<file path="config.mk">
export PLATFORM = sky130hd
export DESIGN_NAME = servo_pwm_decoder
export DESIGN_NICKNAME = d
export VERILOG_FILES = /design/src/rtl/servo_pkg.sv /design/src/rtl/sync_edge_det.sv /design/src/rtl/servo_pwm_decoder.sv
export SDC_FILE = /design/constraint.sdc
export NUM_CORES = 1
export LEC_CHECK = 0
export ABC_CLOCK_PERIOD_IN_PS = 7750
export CAP_MARGIN = 20
export CORE_MARGIN = 10
export CORE_UTILIZATION = 50
export DETAILED_ROUTE_END_ITERATION = 7
export PLACE_DENSITY = 0.8
export SYNTH_ARGS = -nofsm -noshare
export SYNTH_HDL_FRONTEND = slang
export SYNTH_HIERARCHICAL = 1
export SYNTH_SLANG_ARGS = --single-unit
</file>
<file path="constraint.sdc">
create_clock -name clk -period 7.75 [get_ports clk]
set_input_delay 1.9375 -clock clk [delete_from_list [all_inputs] [get_ports clk]]
set_output_delay 1.9375 -clock clk [all_outputs]
set_load 0.02 [all_outputs]
</file>
<file path="src/rtl/servo_pkg.sv">
// Shared servo constants, direction codes and decoder FSM states.
// Imported by the generator and the receive-side decoder.
package servo_pkg;

    localparam logic [29:0] POS        = 30'd10_0000;
    localparam logic [29:0] NEG        = 30'd20_0000;
    localparam logic [29:0] STOP       = 30'd15_0000;
    localparam logic [29:0] WAVELENGTH = 30'd200_0000;
    localparam logic [29:0] TOL        = 30'd5000;
    localparam logic [29:0] TIMEOUT    = 30'd400_0000;

    localparam logic [1:0] DIR_CW   = 2'b01;
    localparam logic [1:0] DIR_CCW  = 2'b10;
    localparam logic [1:0] DIR_STOP = 2'b00;

    localparam logic [1:0] S_WAIT_RISE = 2'd0;
    localparam logic [1:0] S_HIGH      = 2'd1;
    localparam logic [1:0] S_LOW       = 2'd2;

    function automatic logic near(
        input logic [29:0] a,
        input logic [29:0] b,
        input logic [29:0] tol
    );
        logic [29:0] d;
        d = (a >= b) ? a - b : b - a;
        return d <= tol;
    endfunction

    function automatic logic [29:0] sat_inc(input logic [29:0] v);
        return (&v) ? v : v + 30'd1;
    endfunction

endpackage

</file>
<file path="src/rtl/sync_edge_det.sv">
// Two-flop synchronizer with registered rise/fall strobes.
// Strobes stay quiet until every stage holds a real sample after reset.
module sync_edge_det (
    input  logic clk,
    input  logic rst,
    input  logic din,
    output logic level,
    output logic rise,
    output logic fall
);

    logic s1;
    logic s2;
    logic s3;
    logic [2:0] fill;

    always_ff @(posedge clk or posedge rst) begin
        if (rst) begin
            s1   <= 1'b0;
            s2   <= 1'b0;
            s3   <= 1'b0;
            fill <= 3'b000;
        end else begin
            s1   <= din;
            s2   <= s1;
            s3   <= s2;
            fill <= {fill[1:0], 1'b1};
        end
    end

    // A line already high at reset release must not look like a rise.
    assign level = s2;
    assign rise  = fill[2] & s2 & ~s3;
    assign fall  = fill[2] & ~s2 & s3;

endmodule

</file>
<file path="src/rtl/servo_pwm_decoder.sv">
// Servo PWM receiver: measures high time and period, decodes direction,
// and flags loss of signal.
module servo_pwm_decoder
    import servo_pkg::*;
#(
    parameter logic [29:0] POS        = servo_pkg::POS,
    parameter logic [29:0] NEG        = servo_pkg::NEG,
    parameter logic [29:0] STOP       = servo_pkg::STOP,
    parameter logic [29:0] WAVELENGTH = servo_pkg::WAVELENGTH,
    parameter logic [29:0] TOL        = servo_pkg::TOL,
    parameter logic [29:0] TIMEOUT    = servo_pkg::TIMEOUT
) (
    input  logic        clk,
    input  logic        rst,
    input  logic        pwm_in,
    output logic [29:0] pulse_width,
    output logic        width_valid,
    output logic [1:0]  dir,
    output logic        width_err,
    output logic [29:0] period,
    output logic        period_ok,
    output logic        sig_lost
);

    logic        level;
    logic        rise;
    logic        fall;
    logic        any_edge;
    logic        timeout;
    logic [1:0]  state;
    logic [29:0] hi_cnt;
    logic [29:0] per_cnt;
    logic [29:0] idle_cnt;

    sync_edge_det u_sync (
        .clk   (clk),
        .rst   (rst),
        .din   (pwm_in),
        .level (level),
        .rise  (rise),
        .fall  (fall)
    );

    assign any_edge = rise | fall;
    assign timeout  = !any_edge && (idle_cnt >= TIMEOUT);

    always_ff @(posedge clk or posedge rst) begin
        if (rst) begin
            state       <= S_WAIT_RISE;
            hi_cnt      <= '0;
            per_cnt     <= '0;
            idle_cnt    <= '0;
            pulse_width <= '0;
            width_valid <= 1'b0;
            dir         <= DIR_STOP;
            width_err   <= 1'b0;
            period      <= '0;
            period_ok   <= 1'b0;
            sig_lost    <= 1'b1;
        end else begin
            width_valid <= 1'b0;
            idle_cnt    <= any_edge ? '0 : sat_inc(idle_cnt);

            if (timeout) begin
                sig_lost  <= 1'b1;
                dir       <= DIR_STOP;
                period_ok <= 1'b0;
                state     <= S_WAIT_RISE;
            end else begin
                unique case (state)
                    S_WAIT_RISE: begin
                        if (rise) begin
                            hi_cnt  <= 30'd1;
                            per_cnt <= 30'd1;
                            state   <= S_HIGH;
                        end
                    end
                    S_HIGH: begin
                        per_cnt <= sat_inc(per_cnt);
                        if (fall) begin
                            pulse_width <= hi_cnt;
                            width_valid <= 1'b1;
                            state       <= S_LOW;
                            if (near(hi_cnt, POS, TOL)) begin
                                dir       <= DIR_CCW;
                                width_err <= 1'b0;
                                sig_lost  <= 1'b0;
                            end else if (near(hi_cnt, NEG, TOL)) begin
                                dir       <= DIR_CW;
                                width_err <= 1'b0;
                                sig_lost  <= 1'b0;
                            end else if (near(hi_cnt, STOP, TOL)) begin
                                dir       <= DIR_STOP;
                                width_err <= 1'b0;
                                sig_lost  <= 1'b0;
                            end else begin
                                width_err <= 1'b1;
                            end
                        end else if (level) begin
                            hi_cnt <= sat_inc(hi_cnt);
                        end
                    end
                    S_LOW: begin
                        if (rise) begin
                            period    <= per_cnt;
                            period_ok <= near(per_cnt, WAVELENGTH + 30'd1, TOL);
                            per_cnt   <= 30'd1;
                            hi_cnt    <= 30'd1;
                            state     <= S_HIGH;
                        end else begin
                            per_cnt <= sat_inc(per_cnt);
                        end
                    end
                    default: state <= S_WAIT_RISE;
                endcase
            end
        end
    end

endmodule

</file>
==> flow_metrics.env, run 1 <==
export IMPL_status="finished, final reports clean"
export IMPL_filler_cell_count=2173
export IMPL_insertedDiodeCount=0
export IMPL_postSynthCellCount=1450
export IMPL_power_per_cell_area_nw_per_um2=174
export IMPL_portBuffers=68
export IMPL_dp_cells=1739
export IMPL_die_area_um2=30800
export IMPL_setup_viol=0
export IMPL_busiest_layer="met2"
export IMPL_clk_latency_ps=450
export IMPL_routed_wl_mm=35.0
export IMPL_switching_share=0.328
export IMPL_hold_path_class="reg -> reg"
export IMPL_p_leak_nw=5.76
export IMPL_grt_antenna_before_repair=0
export IMPL_report_final_slew_viol_count=0
export IMPL_grt_setup_unrepaired="no"
export IMPL_pin_count=69
export IMPL_vias=11200
export IMPL_cts_buffer_depth=2
export IMPL_antenna_left=0
export IMPL_use_met3=0.0579
export IMPL_h_tree_depth=4
export IMPL_route_detailed_drc=0
export IMPL_synth_distinct_cells=107
export IMPL_async_flop_share=1.00
export IMPL_slowest_stage="dfrtp_1"
export IMPL_finalPower_mw=2.32
export IMPL_yosys_top_cells_count="dfrtp_1 (163), nor2_1 (143), nand2_1 (140)"
export IMPL_place_ws_ps=3540
export IMPL_max_freq_mhz=230
export IMPL_synth_seq_cells=164
export IMPL_syn_avg_cell_area_um2=8.34
export IMPL_start_util=0.512
export IMPL_switchingPower_mw=0.761
export IMPL_synth_edf_count=0
export IMPL_cts_resized=0
export IMPL_yosys_warnings=6
export IMPL_drt_iter0_markers=1436
export IMPL_globalRouteTotalUtil=0.223
export IMPL_critPathRequiredTime_ps=8030
export IMPL_ys_seq_area_frac=0.339
export IMPL_end_kind="register"
export IMPL_max_slew_margin=0.331
export IMPL_fin_util=0.565
export IMPL_critPathKind="reg -> reg"
export IMPL_via_per_inst=6.31
export IMPL_slowest_delay_ps=720
export IMPL_core_um2=23600
export IMPL_netlist_area_leader_share=0.337
export IMPL_wire_per_inst_um=19.8
export IMPL_crit_family="compound AO/OA/AOI/OAI gates"
export IMPL_multi_input_area_um2=7270
export IMPL_first_pass_iters=6
export IMPL_grt_use_met2=0.347
export IMPL_p_clk_frac=0.381
export IMPL_die_y_um=176
export IMPL_min_period_ps=4350
export IMPL_syn_area_um2=12100
export IMPL_detailed_place_area_um2=12700
export IMPL_die_x_um=176
export IMPL_seqPwrFrac=0.411
export IMPL_synthFlopType="dfrtp_1"
export IMPL_irDropWorstVdd_v=0.000166
export IMPL_drive_gt1_frac=0.0998
export IMPL_grt_max_degree=98
export IMPL_grt_pass1_vias=10600
export IMPL_yosysTopAreaCell="dfrtp_1"
export IMPL_cts_hold_fix_buffers=0
export IMPL_worst_slew_pin_slew_ps=1000
export IMPL_critPathArrivalTime_ps=4630
export IMPL_cts_tree="done"
export IMPL_fin_crit_sh=0.562
export IMPL_crit_buf_inv=1
export IMPL_intPower_mw=1.56
export IMPL_num_rows=56
export IMPL_use_met1=0.297
export IMPL_max_cap_violations=0
export IMPL_grt_pass1_wl_mm=56.8
export IMPL_crit_path_start_kind="register"
export IMPL_combPwrFrac=0.208
export IMPL_clock_skew_ps=21.4
export IMPL_grt_ovfl_total=0
export IMPL_hold_slack_ps=354
export IMPL_cts_buffers=17
export IMPL_postLayoutCellArea_um2=13300
export IMPL_area_growth_pct=10.3
export IMPL_cts_setup_buffers=0
export IMPL_cp_max_fo=17
export IMPL_final_setup_tns_ps=0
export IMPL_dp_hpwl_mm=24.8
export IMPL_crit_chain="clkinv_1 -> ha_1 -> nor2b_1 -> o21ai_0 -> a21oi_1 -> nor2_4 -> mux2i_1 -> o21ai_0 -> a211oi_1 -> o2111ai_1 -> a21oi_1 -> o22ai_1"
export IMPL_yosysMostFrequentCell="dfrtp_1"
export IMPL_final_hold_violation_count=0
export IMPL_fin_cells=1772
export IMPL_synth_area_leaders="dfrtp_1 (34%), nor2_1 (4.4%), nand2_1 (4.3%)"
export IMPL_syn_num_nets=1480
export IMPL_seq_area_um2=4110
export IMPL_setup_slack_ps=3400
export IMPL_nets=1470
export IMPL_clock_sinks=164
export IMPL_gp_congestion=1.03
export IMPL_clk_pin_slew_ps=70
export IMPL_root_buffer="clkbuf_16"
[registers in the layout (all words and copies together), names as in the netlist]
signal,flops
dir,2
hi_cnt,30
idle_cnt,30
per_cnt,30
period,30
period_ok,1
pulse_width,30
sig_lost,1
state,2
u_sync/fill,3
u_sync/level,1
u_sync/s1,1
u_sync/s3,1
width_err,1
width_valid,1
[cell usage in the layout (no fill, tap or decap), types with 27 or more instances in the layout]
| master | netlist | routed |
|---|---|---|
| dfrtp_1 | 163 | 163 |
| xor2_1 | 56 | 56 |
| ha_1 | 27 | 27 |
| inv_1 | 33 | 32 |
| nand2_1 | 140 | 139 |
| nor2_1 | 143 | 142 |
| nand3_1 | 56 | 56 |
| mux2_2 | 40 | 40 |
| a21oi_1 | 65 | 65 |
| clkdlybuf4s50_1 | 0 | 68 |
| nand4_1 | 34 | 34 |
| nor3_1 | 38 | 38 |
| o21ai_0 | 101 | 101 |
| xnor2_1 | 58 | 58 |
[kinds of logic (layout without fill, tap and decap cells)]
| family | Yosys count | in the layout | share of synthesized area |
|---|---|---|---|
| buffers and inverters | 151 | 154 | 0.0599 |
| muxes | 57 | 57 | 0.0513 |
| DFF | 164 | 164 | 0.339 |
| xor gates and xnor gates | 114 | 114 | 0.0825 |
| AOI/OAI and AO/OA | 348 | 348 | 0.191 |
| other | 1 | 1 | 0.000310 |
| and+or+nand+nor | 588 | 588 | 0.248 |
| adders and majority gates | 27 | 27 | 0.0279 |
[power groups by stage]
stage / combinational (mW) / sequential (mW) / clock (mW)
global placement: 0.461 / 0.965 / 0
detailed placement: 0.467 / 0.968 / 0
floorplan: 0.323 / 0.964 / 0
global route: 0.532 / 0.962 / 0.935
finish: 0.482 / 0.955 / 0.884
CTS: 0.469 / 0.952 / 0.898
[area by class of cell]
type                            instances  share of cell area
Inverter                               38              0.0111
Clock buffer                           19              0.0332
Tap cell                              319              0.0299
Clock inverter                         13              0.0123
Timing Repair Buffer                   84              0.0606
Multi-Input combinational cell       1135               0.545
Sequential cell                       164               0.308
[per-layer routing]
layer / wire length [um] / part of all wire
met1: 15300 / 0.44
met3: 3080 / 0.088
met4: 776 / 0.022
met2: 15800 / 0.45
met5: 0 / 0
[worst register-to-register path, stage by stage (launching register included)]
cell and delay [ps]:
dfrtp_1 720, clkinv_1 430, ha_1 340, nor2b_1 200, o21ai_0 250, a21oi_1 570, nor2_4 230, mux2i_1 200
o21ai_0 120, a211oi_1 400, o2111ai_1 390, a21oi_1 260, o22ai_1 100
[worst paths after layout]
check | startpoint | to | slack, ps | cells after the start
max | hi_cnt[7] | dir[1] | 3400 | 12
min reg2reg | u_sync/fill[1] | u_sync/fill[2] | 350 | 0
max in group asynchronous | rst | hi_cnt[17] | 4390 | 3
min in group asynchronous | rst | u_sync/fill[0] | 1840 | 2
max reg2reg | hi_cnt[7] | dir[1] | 3400 | 12
min | u_sync/fill[1] | u_sync/fill[2] | 350 | 0
No activity file was read; power rests on OpenSTA's default activity.
==> run 2: changes to the inputs <==
ABC_CLOCK_PERIOD_IN_PS = 4000   (was 7750)
PLACE_DENSITY = 0.82   (was 0.8)
clock period = 4 ns   (was 7.75 ns; I/O delays follow)
==> run 2 against run 1 <==
Net effect: non-clock buffer count rose by 78; critical endpoint is now period_ok; setup slack got worse by 3100 ps; via count rose by 4.5%; final cell count is 4.3% higher; first-iteration DRC count is 11% lower; clock skew decreased by 5.5 ps; critical path depth up 1; fmax increased by 17%; global-route usage grew 2.1 points; clock-buffer cell count shrank 1; sequential share of layout area decreased by 1.3 points; highest routed layer unchanged; die area unchanged.
==> flow_metrics.env, run 2 (same netlist as run 1, synthesis figures left out) <==
export IMPL_cts_buffers=17
export IMPL_final_hold_violation_count=0
export IMPL_p_leak_nw=6.15
export IMPL_crit_chain="inv_1 -> ha_1 -> or3b_2 -> o21ai_1 -> nand2_1 -> a41o_2 -> or4_1 -> o21ai_0 -> xnor2_1 -> nand4_1 -> nor4_1 -> buf_4 -> a2bb2oi_2"
export IMPL_first_pass_iters=5
export IMPL_die_y_um=176
export IMPL_critPathArrivalTime_ps=4080
export IMPL_rr_worst_depth=13
export IMPL_cts_hold_fix_buffers=0
export IMPL_route_detailed_drc=0
export IMPL_die_area_um2=30800
export IMPL_insertedDiodeCount=0
export IMPL_place_ws_ps=191
export IMPL_hold_slack_ps=354
export IMPL_via_per_inst=6.32
export IMPL_wire_per_inst_um=20.7
export IMPL_hold_end="u_sync/fill[2]"
export IMPL_regToRegEndpoint="period_ok"
export IMPL_holdPathStages=0
export IMPL_postLayoutCellArea_um2=13900
export IMPL_clock_sinks=164
export IMPL_crit_family="simple AND/OR/NAND/NOR gates"
export IMPL_clk_latency_ps=430
export IMPL_path_depth=13
export IMPL_cts_tree="done"
export IMPL_dp_hpwl_mm=28.2
export IMPL_fin_cells=1849
export IMPL_gp_congestion=1.03
export IMPL_final_cell_mix="dfrtp_1 (163), nor2_1 (142), nand2_1 (139), o21ai_0 (101), buf_4 (92)"
export IMPL_grt_pass1_wl_mm=61.6
export IMPL_root_buffer="clkbuf_16"
export IMPL_vias=11700
export IMPL_crit_buf_inv=2
export IMPL_antenna_left=0
export IMPL_dp_cells=1818
export IMPL_h_tree_depth=4
export IMPL_final_setup_tns_ps=0
export IMPL_setup_viol=0
export IMPL_hold_path_class="reg -> reg"
export IMPL_final_common_cell="dfrtp_1"
export IMPL_hold_start="u_sync/fill[1]"
export IMPL_drt_iter0_markers=1271
export IMPL_die_x_um=176
export IMPL_pin_count=69
export IMPL_end_kind="register"
export IMPL_rrSetupSlack_ps=280
export IMPL_rr_startpoint="per_cnt[1]"
export IMPL_grt_pass1_vias=11200
export IMPL_grt_max_degree=94
export IMPL_min_period_ps=3720
export IMPL_worst_slew_pin_slew_ps=1000
export IMPL_cp_max_fo=7
export IMPL_report_final_slew_viol_count=0
export IMPL_clk_pin_slew_ps=70
export IMPL_core_um2=23600
export IMPL_cts_buffer_depth=2
export IMPL_crit_path_start_kind="register"
export IMPL_routed_wl_mm=38.2
export IMPL_max_slew_margin=0.328
export IMPL_globalRouteTotalUtil=0.244
export IMPL_grt_antenna_before_repair=0
export IMPL_finalPower_mw=4.47
export IMPL_slowest_delay_ps=520
export IMPL_start_util=0.512
export IMPL_irDropWorstVdd_v=0.000221
export IMPL_cts_setup_buffers=0
export IMPL_drive_gt1_frac=0.148
export IMPL_nets=1548
export IMPL_fin_util=0.590
export IMPL_setup_slack_ps=279
export IMPL_clock_skew_ps=15.9
export IMPL_critPathRequiredTime_ps=4360
export IMPL_status="finished, final reports clean"
export IMPL_area_growth_pct=15.1
export IMPL_critPathKind="reg -> reg"
export IMPL_grt_setup_unrepaired="no"
export IMPL_max_freq_mhz=269
export IMPL_detailed_place_area_um2=13300
export IMPL_slowest_stage="or4_1"
export IMPL_power_per_cell_area_nw_per_um2=321
export IMPL_portBuffers=68
export IMPL_cts_resized=0
export IMPL_fin_crit_sh=0.930
export IMPL_grt_ovfl_total=0
export IMPL_max_cap_violations=0
export IMPL_num_rows=56
-- run 2: cell types whose count changed in the layout (fill, tap and decap cells not counted), moves of 2 or more --
cell	delta
buf_4	+77
buf_12	+2
clkinv_2	+2
inv_6	+2
-- run 2: worst max path at each step --
stage	start	to	slack (ps)
CTS	per_cnt[1]	period_ok	140
global placement	hi_cnt[8]	dir[0]	200
global route	hi_cnt[6]	dir[0]	40
floorplan	hi_cnt[6]	dir[0]	360
finish	per_cnt[1]	period_ok	280
detailed placement	per_cnt[1]	period_ok	190
-- run 2: cell type report --
| cell class | count | area, um^2 |
|---|---|---|
| Clock buffer | 18 | 439 |
| Clock inverter | 13 | 135 |
| Fill cell | 2142 | 9690 |
| Inverter | 38 | 146 |
| Multi-Input combinational cell | 1135 | 7290 |
| Sequential cell | 164 | 4110 |
| Tap cell | 319 | 399 |
| Timing Repair Buffer | 162 | 1410 |
-- run 2: layer usage --
layer / up-vias / track usage / part of all wire
li1: 5365 / - / -
met1: 5669 / 0.314 / 0.42
met2: 550 / 0.403 / 0.48
met3: 110 / 0.0414 / 0.076
met4: 0 / 0.0922 / 0.031
met5: - / 0 / 0
-- run 2: report_power, final --
part	switching (mW)	total [mW]	internal (mW)
Sequential	0.0937	1.83	1.74
Combinational	0.657	0.991	0.334
Clock	0.756	1.65	0.894
Total	1.51	4.47	2.97
==> run 3: changes to the inputs <==
CTS_CLUSTER_DIAMETER = 50   (was unset)
==> results of run 3 <==
No change in the layout: final DEF, timing and power equal those of run 2.
